===== config.mk =====
export PLATFORM = sky130hd
export DESIGN_NAME = if_stage
export DESIGN_NICKNAME = d
export VERILOG_FILES = /design/src/rtl/if_stage_pkg.sv /design/src/rtl/if_skid_buf.sv /design/src/rtl/if_stage.sv
export SDC_FILE = /design/constraint.sdc
export NUM_CORES = 1
export LEC_CHECK = 0
export CAP_MARGIN = 5
export CORE_MARGIN = 1
export CORE_UTILIZATION = 50
export CTS_BUF_LIST = sky130_fd_sc_hd__clkbuf_8
export DETAILED_ROUTE_END_ITERATION = 7
export DONT_BUFFER_PORTS = 1
export PLACE_DENSITY = 0.73
export SYNTH_ARGS = -nofsm -noshare
export SYNTH_HDL_FRONTEND = slang
export SYNTH_SLANG_ARGS = --single-unit

===== constraint.sdc =====
create_clock -name clk -period 5.7 [get_ports clk]
set_input_delay 1.14 -clock clk [delete_from_list [all_inputs] [get_ports clk]]
set_output_delay 1.14 -clock clk [all_outputs]
set_load 0.005 [all_outputs]

===== src/rtl/if_stage_pkg.sv =====
// Shared definitions for the instruction fetch stage: FSM state encodings,
// reset PC, bubble value and the PC increment helper.
package if_stage_pkg;

    typedef enum logic [1:0] {
        ST_FETCH = 2'd0,
        ST_HOLD  = 2'd1,
        ST_DRAIN = 2'd2
    } if_state_e;

    localparam logic [31:0] RESET_PC = 32'h0000_0000;
    localparam logic [31:0] BUBBLE   = 32'h0000_0000;
    localparam logic [31:0] PC_STEP  = 32'd4;

    // Wraps modulo 2^32; the low two address bits are carried through unchecked.
    function automatic logic [31:0] next_pc(input logic [31:0] pc);
        return pc + PC_STEP;
    endfunction

endpackage


===== src/rtl/if_skid_buf.sv =====
// Single-entry skid register holding a word fetched while ID was frozen,
// together with its fetch address + 4.
module if_skid_buf (
    input  logic        clk_i,
    input  logic        rst_ni,
    input  logic        load_i,
    input  logic        clear_i,
    input  logic [31:0] instr_i,
    input  logic [31:0] pc_i,
    output logic [31:0] instr_o,
    output logic [31:0] pc_o,
    output logic        valid_o
);

    logic [31:0] instr_q;
    logic [31:0] pc_q;
    logic        valid_q;

    // Clear wins over load so a redirect always discards the parked word.
    always_ff @(posedge clk_i) begin
        if (!rst_ni) begin
            instr_q <= 32'h0;
            pc_q    <= 32'h0;
            valid_q <= 1'b0;
        end else if (clear_i) begin
            instr_q <= 32'h0;
            pc_q    <= 32'h0;
            valid_q <= 1'b0;
        end else if (load_i) begin
            instr_q <= instr_i;
            pc_q    <= pc_i;
            valid_q <= 1'b1;
        end
    end

    assign instr_o = instr_q;
    assign pc_o    = pc_q;
    assign valid_o = valid_q;

endmodule


===== src/rtl/if_stage.sv =====
// Instruction fetch stage: PC, fetch FSM (FETCH/HOLD/DRAIN) and IF/ID register.
// Optional performance counters are built when IF_PERF_CNT_EN is defined.
module if_stage
    import if_stage_pkg::*;
(
    input  logic        clk,
    input  logic        rst,
    input  logic        freeze,
    input  logic        branch_taken,
    input  logic [31:0] branch_addr,
    output logic        imem_req,
    output logic [31:0] imem_addr,
    input  logic        imem_ack,
    input  logic [31:0] imem_rdata,
    output logic [31:0] instruction,
    output logic [31:0] pc_out,
    output logic        valid_out
`ifdef IF_PERF_CNT_EN
    ,
    output logic [31:0] fetch_count,
    output logic [31:0] stall_count
`endif
);

    if_state_e   state_q;
    logic [31:0] pc_q;
    logic [31:0] drain_addr_q;
    logic [31:0] instr_q;
    logic [31:0] pc_out_q;
    logic        valid_q;

    logic        xfer;
    logic [31:0] pc_inc;
    logic        skid_load;
    logic        skid_clear;
    logic        deliver;
    logic [31:0] skid_instr;
    logic [31:0] skid_pc;
    logic        skid_valid;

    // DRAIN keeps presenting the abandoned address until memory acks it.
    always_comb begin
        imem_req   = rst && (state_q != ST_HOLD);
        imem_addr  = (state_q == ST_DRAIN) ? drain_addr_q : pc_q;
        xfer       = imem_req && imem_ack;
        pc_inc     = next_pc(pc_q);
        skid_load  = (state_q == ST_FETCH) && xfer && freeze && !branch_taken;
        skid_clear = branch_taken || ((state_q == ST_HOLD) && !freeze);
        deliver    = !branch_taken &&
                     (((state_q == ST_FETCH) && xfer && !freeze) ||
                      ((state_q == ST_HOLD) && !freeze));
    end

    if_skid_buf u_skid (
        .clk_i   (clk),
        .rst_ni  (rst),
        .load_i  (skid_load),
        .clear_i (skid_clear),
        .instr_i (imem_rdata),
        .pc_i    (pc_inc),
        .instr_o (skid_instr),
        .pc_o    (skid_pc),
        .valid_o (skid_valid)
    );

    always_ff @(posedge clk) begin
        if (!rst) begin
            state_q      <= ST_FETCH;
            pc_q         <= RESET_PC;
            drain_addr_q <= RESET_PC;
            instr_q      <= BUBBLE;
            pc_out_q     <= 32'h0;
            valid_q      <= 1'b0;
        end else begin
            unique case (state_q)
                ST_FETCH: begin
                    if (branch_taken) begin
                        pc_q    <= branch_addr;
                        instr_q <= BUBBLE;
                        valid_q <= 1'b0;
                        if (!xfer) begin
                            state_q      <= ST_DRAIN;
                            drain_addr_q <= pc_q;
                        end
                    end else if (xfer) begin
                        pc_q <= pc_inc;
                        if (freeze) begin
                            state_q <= ST_HOLD;
                        end else begin
                            instr_q  <= imem_rdata;
                            pc_out_q <= pc_inc;
                            valid_q  <= 1'b1;
                        end
                    end else if (!freeze) begin
                        instr_q <= BUBBLE;
                        valid_q <= 1'b0;
                    end
                end
                ST_HOLD: begin
                    if (branch_taken) begin
                        pc_q    <= branch_addr;
                        instr_q <= BUBBLE;
                        valid_q <= 1'b0;
                        state_q <= ST_FETCH;
                    end else if (!freeze) begin
                        instr_q  <= skid_instr;
                        pc_out_q <= skid_pc;
                        valid_q  <= skid_valid;
                        state_q  <= ST_FETCH;
                    end
                end
                ST_DRAIN: begin
                    // Returned data belongs to the abandoned path and is dropped.
                    if (branch_taken) begin
                        pc_q    <= branch_addr;
                        instr_q <= BUBBLE;
                        valid_q <= 1'b0;
                    end
                    if (xfer) begin
                        state_q <= ST_FETCH;
                    end
                end
                default: begin
                    state_q <= ST_FETCH;
                end
            endcase
        end
    end

    assign instruction = instr_q;
    assign pc_out      = pc_out_q;
    assign valid_out   = valid_q;

`ifdef IF_PERF_CNT_EN
    logic [31:0] fetch_count_q;
    logic [31:0] stall_count_q;

    always_ff @(posedge clk) begin
        if (!rst) begin
            fetch_count_q <= 32'h0;
            stall_count_q <= 32'h0;
        end else begin
            if (deliver) begin
                fetch_count_q <= fetch_count_q + 32'd1;
            end
            if (freeze) begin
                stall_count_q <= stall_count_q + 32'd1;
            end
        end
    end

    assign fetch_count = fetch_count_q;
    assign stall_count = stall_count_q;
`else
    logic unused_deliver;
    assign unused_deliver = deliver;
`endif

endmodule


==> summary.md, run 1 <==
| Metric | Value |
|---|---|
| Status | complete, no violations |
| Register area share after synthesis | 44.0% |
| Origin of the critical flop-to-flop path | state_q[1] |
| Fmax | 290 MHz |
| Stages on worst setup path | 8 |
| Register-to-Register Path Depth | 8 |
| Design area | 0.00932 sq mm |
| Synth area leader | dfxtp_1 |
| I/O pin total | 167 |
| DIE WIDTH | 136 um |
| Vias per cell | 6.13 |
| Vias in the first global route | 6855 |
| Final setup TNS | 0 ps |
| CP max-delay cell | o22a_1 |
| Most common cell in the synthesized netlist | dfxtp_1 |
| CP arrival | 3830 ps |
| Routability Congestion | 0.937 |
| R2R setup slack | 2260 ps |
| Share of cells above drive strength 1 | 9.64% |
| Worst slew margin | 20.3% |
| Core box area | 0.0174 sq mm |
| Starting Density | 51.3% |
| Global route overflow | 0 |
| RSZ-0062 raised after global routing | no |
| Yosys reg bits | 196 |
| Largest net degree at the start of global routing | 97 |
| Final HPWL DP | 15.9 mm |
| Register clock-pin slew on the reported worst setup and hold paths | 110 ps |
| First-pass GRT wire length | 38.1 mm |
| Max-cap violations | 0 |
| Critical path, cell by cell | inv_1, ha_1, buf_4, nor4bb_1, o22a_1, nand2_1, o21a_1, o221a_2 |
| Leak | 0.00298 uW |
| Worst setup EP type | register |
| Area Overhead vs Synth | 4.53% |
| Buffers & Inverters on Critical Path | 2 |
| Final setup vio count | 0 |
| Post-cts hold buffer count | 0 |
| Count of final hold-check violations | 0 |
| Layout net count | 1098 |
| Crit path largest cell delay | 940 ps |
| Post-Syn Area | 0.00891 sq mm |
| Cell area after placement | 0.00893 sq mm |
| Top delay family on crit path | compound AO/OA/AOI/OAI gates |
| CTS Sinks | 196 |
| CTS Root Buffer Type | clkbuf_8 |
| Mapped Nets | 1172 |
| Synth warn | 0 |
| Pwr dens | 313 mW/mm^2 |
| Async SR Flop Fraction | 0% |
| Num rows | 48 |
| Remaining DRCs | 0 |
| Max clock buf depth | 2 |
| Worst-margin pin slew | 1200 ps |
| Skew final | 12.5 ps |
| I/O Buffers | 0 |
| CP Max Fanout | 32 |
| Hold WC Path Type | register to register |
| Required time worst endpoint | 6090 ps |
| Syn Inst Count | 1098 |
| Post-CTS setup buffers | 0 |
| Synth top area cells | dfxtp_1, nand2_1, a21oi_1 |
| Die area | 0.0184 sq mm |
| Total GRT Usage | 26.5% |
| Number of flops mapped to enable cells by yosys | 0 |
| CP Capture Point | pc_q[27] |
| Initial antenna violation count | 3 |
| Syn_area_per_cell | 8.12 sq um |
| Max IR drop VDD | 0.180 mV |
| Slew Viols, Final | 0 |
| Routed len/inst | 18.8 um |
| CTS resizes | 0 |
| TritonCTS clock tree | done |
| Yosys cell types | 60 |
| Post-route ant nets | 0 |
| Ys flop type | dfxtp_1 |
| Drt total wl | 23.8 mm |
| Chip height | 136 um |
| Minimum clock period after layout | 3440 ps |
| Initial DRC Count | 767 |
| Vias | 7745 |
| Total CTS buffers | 17 |
| R2R Path End | pc_q[27] |
| Yosys top cell area share | 44.0% |
| CP Launch Type | register |
| Final period util | 60.4% |
| Post-synth top cells | dfxtp_1, nand2_1, a21oi_1 |
| CTS HTree Levels | 4 |
| Clk_lat worst skew | 480 ps |
| Pre-Repair DR Iteration Count | 5 |
| Setup crit start | state_q[1] |
| Setup CP Type | register to register |
worst min path at each step:
stage | slack, ps | startpoint | to | cells past startpoint
after floorplan | 430 | drain_addr_q[0] | drain_addr_q[0] | 2
after global placement | 440 | drain_addr_q[16] | drain_addr_q[16] | 2
after global routing | 480 | drain_addr_q[7] | drain_addr_q[7] | 2
after CTS | 460 | u_skid.instr_o[5] | u_skid.instr_o[5] | 2
after detailed placement | 450 | u_skid.instr_o[5] | u_skid.instr_o[5] | 2
final | 460 | drain_addr_q[2] | drain_addr_q[2] | 2
placed cells by master (no fill, tap or decap), drive strengths merged, types with 14 or more instances in the layout:
master / instances
inv: 15
nand4: 14
clkbuf: 17
buf: 16
nand3: 40
dfxtp: 196
a22oi: 38
a21oi: 100
mux2: 30
nor2: 97
nand2: 191
o21ai: 44
a211oi: 65
nor3: 15
cell families (layout without fill, tap and decap cells):
| group | Yosys count | after routing | synth area share [%] |
|---|---|---|---|
| adder cells (fa/ha/maj) | 5 | 5 | 0.702 |
| AND/OR/NAND/NOR | 396 | 396 | 19.6 |
| other | 0 | 2 | 0 |
| AO/OA/AOI/OAI | 321 | 321 | 23.6 |
| buffers and inverters | 119 | 58 | 5.10 |
| XOR/XNOR | 24 | 24 | 2.36 |
| flip-flops | 196 | 196 | 44.0 |
| multiplexers | 37 | 37 | 4.58 |
where the power goes:
group	switching (uW)	internal [uW]	total, uW
registers	119	1450	1570
clock network	545	321	866
logic	305	173	478
tightest hold or removal path, stage by stage (launching register included):
cell,delay (ps)
dfxtp_1,320
nand2_1,50
a21oi_1,50
metrics by stage:
step           worst slack [ps]  utilization, %  power, uW  std cells  hold WS, ps
5_1_grt                    2030            53.7       3050       1264          477
3_3_place_gp               2300            51.5       2060       1230          438
4_1_cts                    2300            53.6       2930       1262          460
3_5_place_dp               2250            51.5       2080       1230          446
6_report                   2260            53.7       2920       1264          458
2_1_floorplan              2820               -       1950       1098          433
layout make-up:
| type | instances | area [sq um] |
|---|---|---|
| antenna | 2 | 5.00 |
| clock buffer | 17 | 234 |
| clock inverter | 15 | 144 |
| fill | 1621 | 8040 |
| inverter | 10 | 37.5 |
| multi-input combinational | 783 | 4570 |
| sequential | 196 | 3920 |
| tap | 225 | 282 |
| timing repair buffer | 16 | 120 |
layer usage:
metal / track usage [%] / routed length, um
met3: 9.02 / 2550
met2: 36.7 / 10100
met5: 0 / 10
met1: 37.9 / 10600
met4: 9.24 / 573
state kept, by name, summed over array words and instances, names as in the netlist:
signal,cells
u_skid.pc_o,32
instruction,32
u_skid.valid_o,1
drain_addr_q,32
valid_out,1
state_q,2
u_skid.instr_o,32
pc_out,32
pc_q,32
Note: power is estimated with default switching activity, not from simulation.
==> run 2, diff against run 1 <==
PLACE_DENSITY = 0.76   (was 0.73)
clock period = 3 ns   (was 5.7 ns; I/O delays follow)
==> run 2 against run 1 <==
Effect of this change: clock power increased by 130%; sequential share of layout area decreased by 1.1 points; sequential power increased by 88%; non-clock buffer count increased by 16; setup slack got worse by 1900 ps; final cell count increased by 1.3%; core utilization increased by 1.5 points; fmax increased by 30%; routed wire length about the same; clock skew decreased by 2.2 ps; largest power group unchanged; sequential cell count unchanged.
==> summary.md, run 2 (synthesis gave the netlist of run 1 again) <==
| Metric | Value |
|---|---|
| Status | complete, no violations |
| Total CTS buffers | 17 |
| Buffers & Inverters on Critical Path | 0 |
| R2R Path End | pc_q[28] |
| Worst hold stages | 2 |
| CP max-delay cell | or4_1 |
| Worst hold slack | 255 ps |
| Core box area | 0.0174 sq mm |
| Max layer used | met4 |
| CTS Root Buffer Type | clkbuf_8 |
| Max-cap violations | 0 |
| Stages on worst setup path | 5 |
| RSZ-0062 raised after global routing | no |
| Most common cell after layout, fill and taps aside | dfxtp_1 |
| Routed len/inst | 18.6 um |
| Total GRT Usage | 26.1% |
| Worst setup EP type | register |
| DIE WIDTH | 136 um |
| Global route overflow | 0 |
| Num rows | 48 |
| R2R setup slack | 350 ps |
| HP Start | imem_rdata[18] |
| Vias in the first global route | 6767 |
| Post-route ant nets | 0 |
| Required time worst endpoint | 3380 ps |
| Largest net degree at the start of global routing | 67 |
| Met2 Wirelength | 10.4 mm |
| Inst Count DP | 1246 |
| I/O Buffers | 0 |
| Final Non-Filler Cells | 1281 |
| Starting Density | 51.3% |
| Share of cells above drive strength 1 | 11.0% |
| Critical path, cell by cell | nand4_1, or4_1, or4_4, and2_4, o32ai_2 |
| Total power draw | 5940 uW |
| Pre-Repair DR Iteration Count | 6 |
| Minimum clock period after layout | 2650 ps |
| Met3 WL | 2.50 mm |
| Setup CP Type | register to register |
| Final HPWL DP | 16.2 mm |
| Post-CTS setup buffers | 0 |
| Routability Congestion | 0.944 |
| Vias | 7748 |
| I/O pin total | 167 |
| Final period util | 88.2% |
| Most frequent cells in the layout | dfxtp_1, nand2_1, a21oi_1, nor2_1, a211oi_1 |
| Layout net count | 1114 |
| Drt total wl | 23.8 mm |
| First-pass GRT wire length | 37.5 mm |
| Register-to-Register Path Depth | 5 |
| Clk_lat worst skew | 460 ps |
| CTS HTree Levels | 4 |
| Post-cts hold buffer count | 0 |
| Remaining DRCs | 0 |
| Hold WC Path Type | primary input to register |
| Leak | 0.00311 uW |
| CP arrival | 3020 ps |
| Pwr dens | 621 mW/mm^2 |
| Final setup vio count | 0 |
| Crit path largest cell delay | 800 ps |
| Initial DRC Count | 861 |
| TritonCTS clock tree | done |
| M1 WL | 10.5 mm |
| Max clock buf depth | 2 |
| Worst slew margin | 56.4% |
| Count of final hold-check violations | 0 |
| CP Launch Type | register |
| Chip height | 136 um |
| Origin of the critical flop-to-flop path | pc_q[8] |
| CP Max Fanout | 16 |
| Endpoint of the worst hold-timing path | u_skid.instr_o[18] |
| Fmax | 378 MHz |
| Area Overhead vs Synth | 7.40% |
| Slew Viols, Final | 0 |
| CTS resizes | 0 |
| Top delay family on crit path | simple AND/OR/NAND/NOR gates |
| CTS Sinks | 196 |
| Skew final | 10.3 ps |
| Vias per cell | 6.05 |
| Initial antenna violation count | 3 |
| Final setup TNS | 0 ps |
| Die area | 0.0184 sq mm |
| Fill count | 1608 |
| Register clock-pin slew on the reported worst setup and hold paths | 100 ps |
| Max IR drop VDD | 0.382 mV |
| Worst-margin pin slew | 654 ps |
==> run 2: changes by cell type in the layout (fill, tap and decap cells not counted), sizes merged <==
cell	previous run	this run
buf	16	32
clkinv	8	2
bufinv	0	5
clkinvlp	2	3
diode	2	3
==> run 2: worst max-delay path by stage <==
stage | slack [ps] | startpoint | to
final | 350 | pc_q[8] | pc_q[28]
after CTS | 410 | pc_q[8] | pc_q[28]
after floorplan | 680 | state_q[1] | u_skid.pc_o[24]
after detailed placement | 420 | pc_q[8] | pc_q[28]
after global routing | 140 | state_q[1] | pc_q[28]
after global placement | 490 | pc_q[8] | pc_q[28]
==> run 2: per-stage QoR <==
step,worst slack [ps],util [%],cell area (sq um)
floorplan,679,-,8910
global placement,489,52.4,9090
detailed placement,416,52.4,9090
CTS,407,55.1,9560
global route,140,55.1,9570
finish,353,55.1,9570
==> run 2: layout make-up <==
class	instances	area (sq um)	area share, %
multi-input combinational	783	4570	47.8
sequential	196	3920	41.0
tap	225	282	2.94
timing repair buffer	32	278	2.90
clock inverter	15	239	2.50
clock buffer	17	234	2.44
inverter	10	37.5	0.392
antenna	3	7.51	0.0784
==> run 2: report_power, final <==
| group | internal (uW) | leakage, uW | switching [uW] |
|---|---|---|---|
| combinational | 365 | 0.00129 | 633 |
| clock | 1010 | 0.000228 | 979 |
| sequential | 2760 | 0.00159 | 190 |
| total | 4140 | 0.00311 | 1800 |
==> run 2: metal layers <==
metal | vias up | GRT usage, %
met1 | 3551 | 36.6
met4 | 0 | 8.05
met5 | - | 0
li1 | 3809 | -
met3 | 32 | 8.27
met2 | 356 | 37.9
==> run 3, diff against run 2 <==
SKIP_CTS_REPAIR_TIMING = 1   (was default)
==> results of run 3 <==
The final DEF is identical to that of run 2; final timing and power are the same.
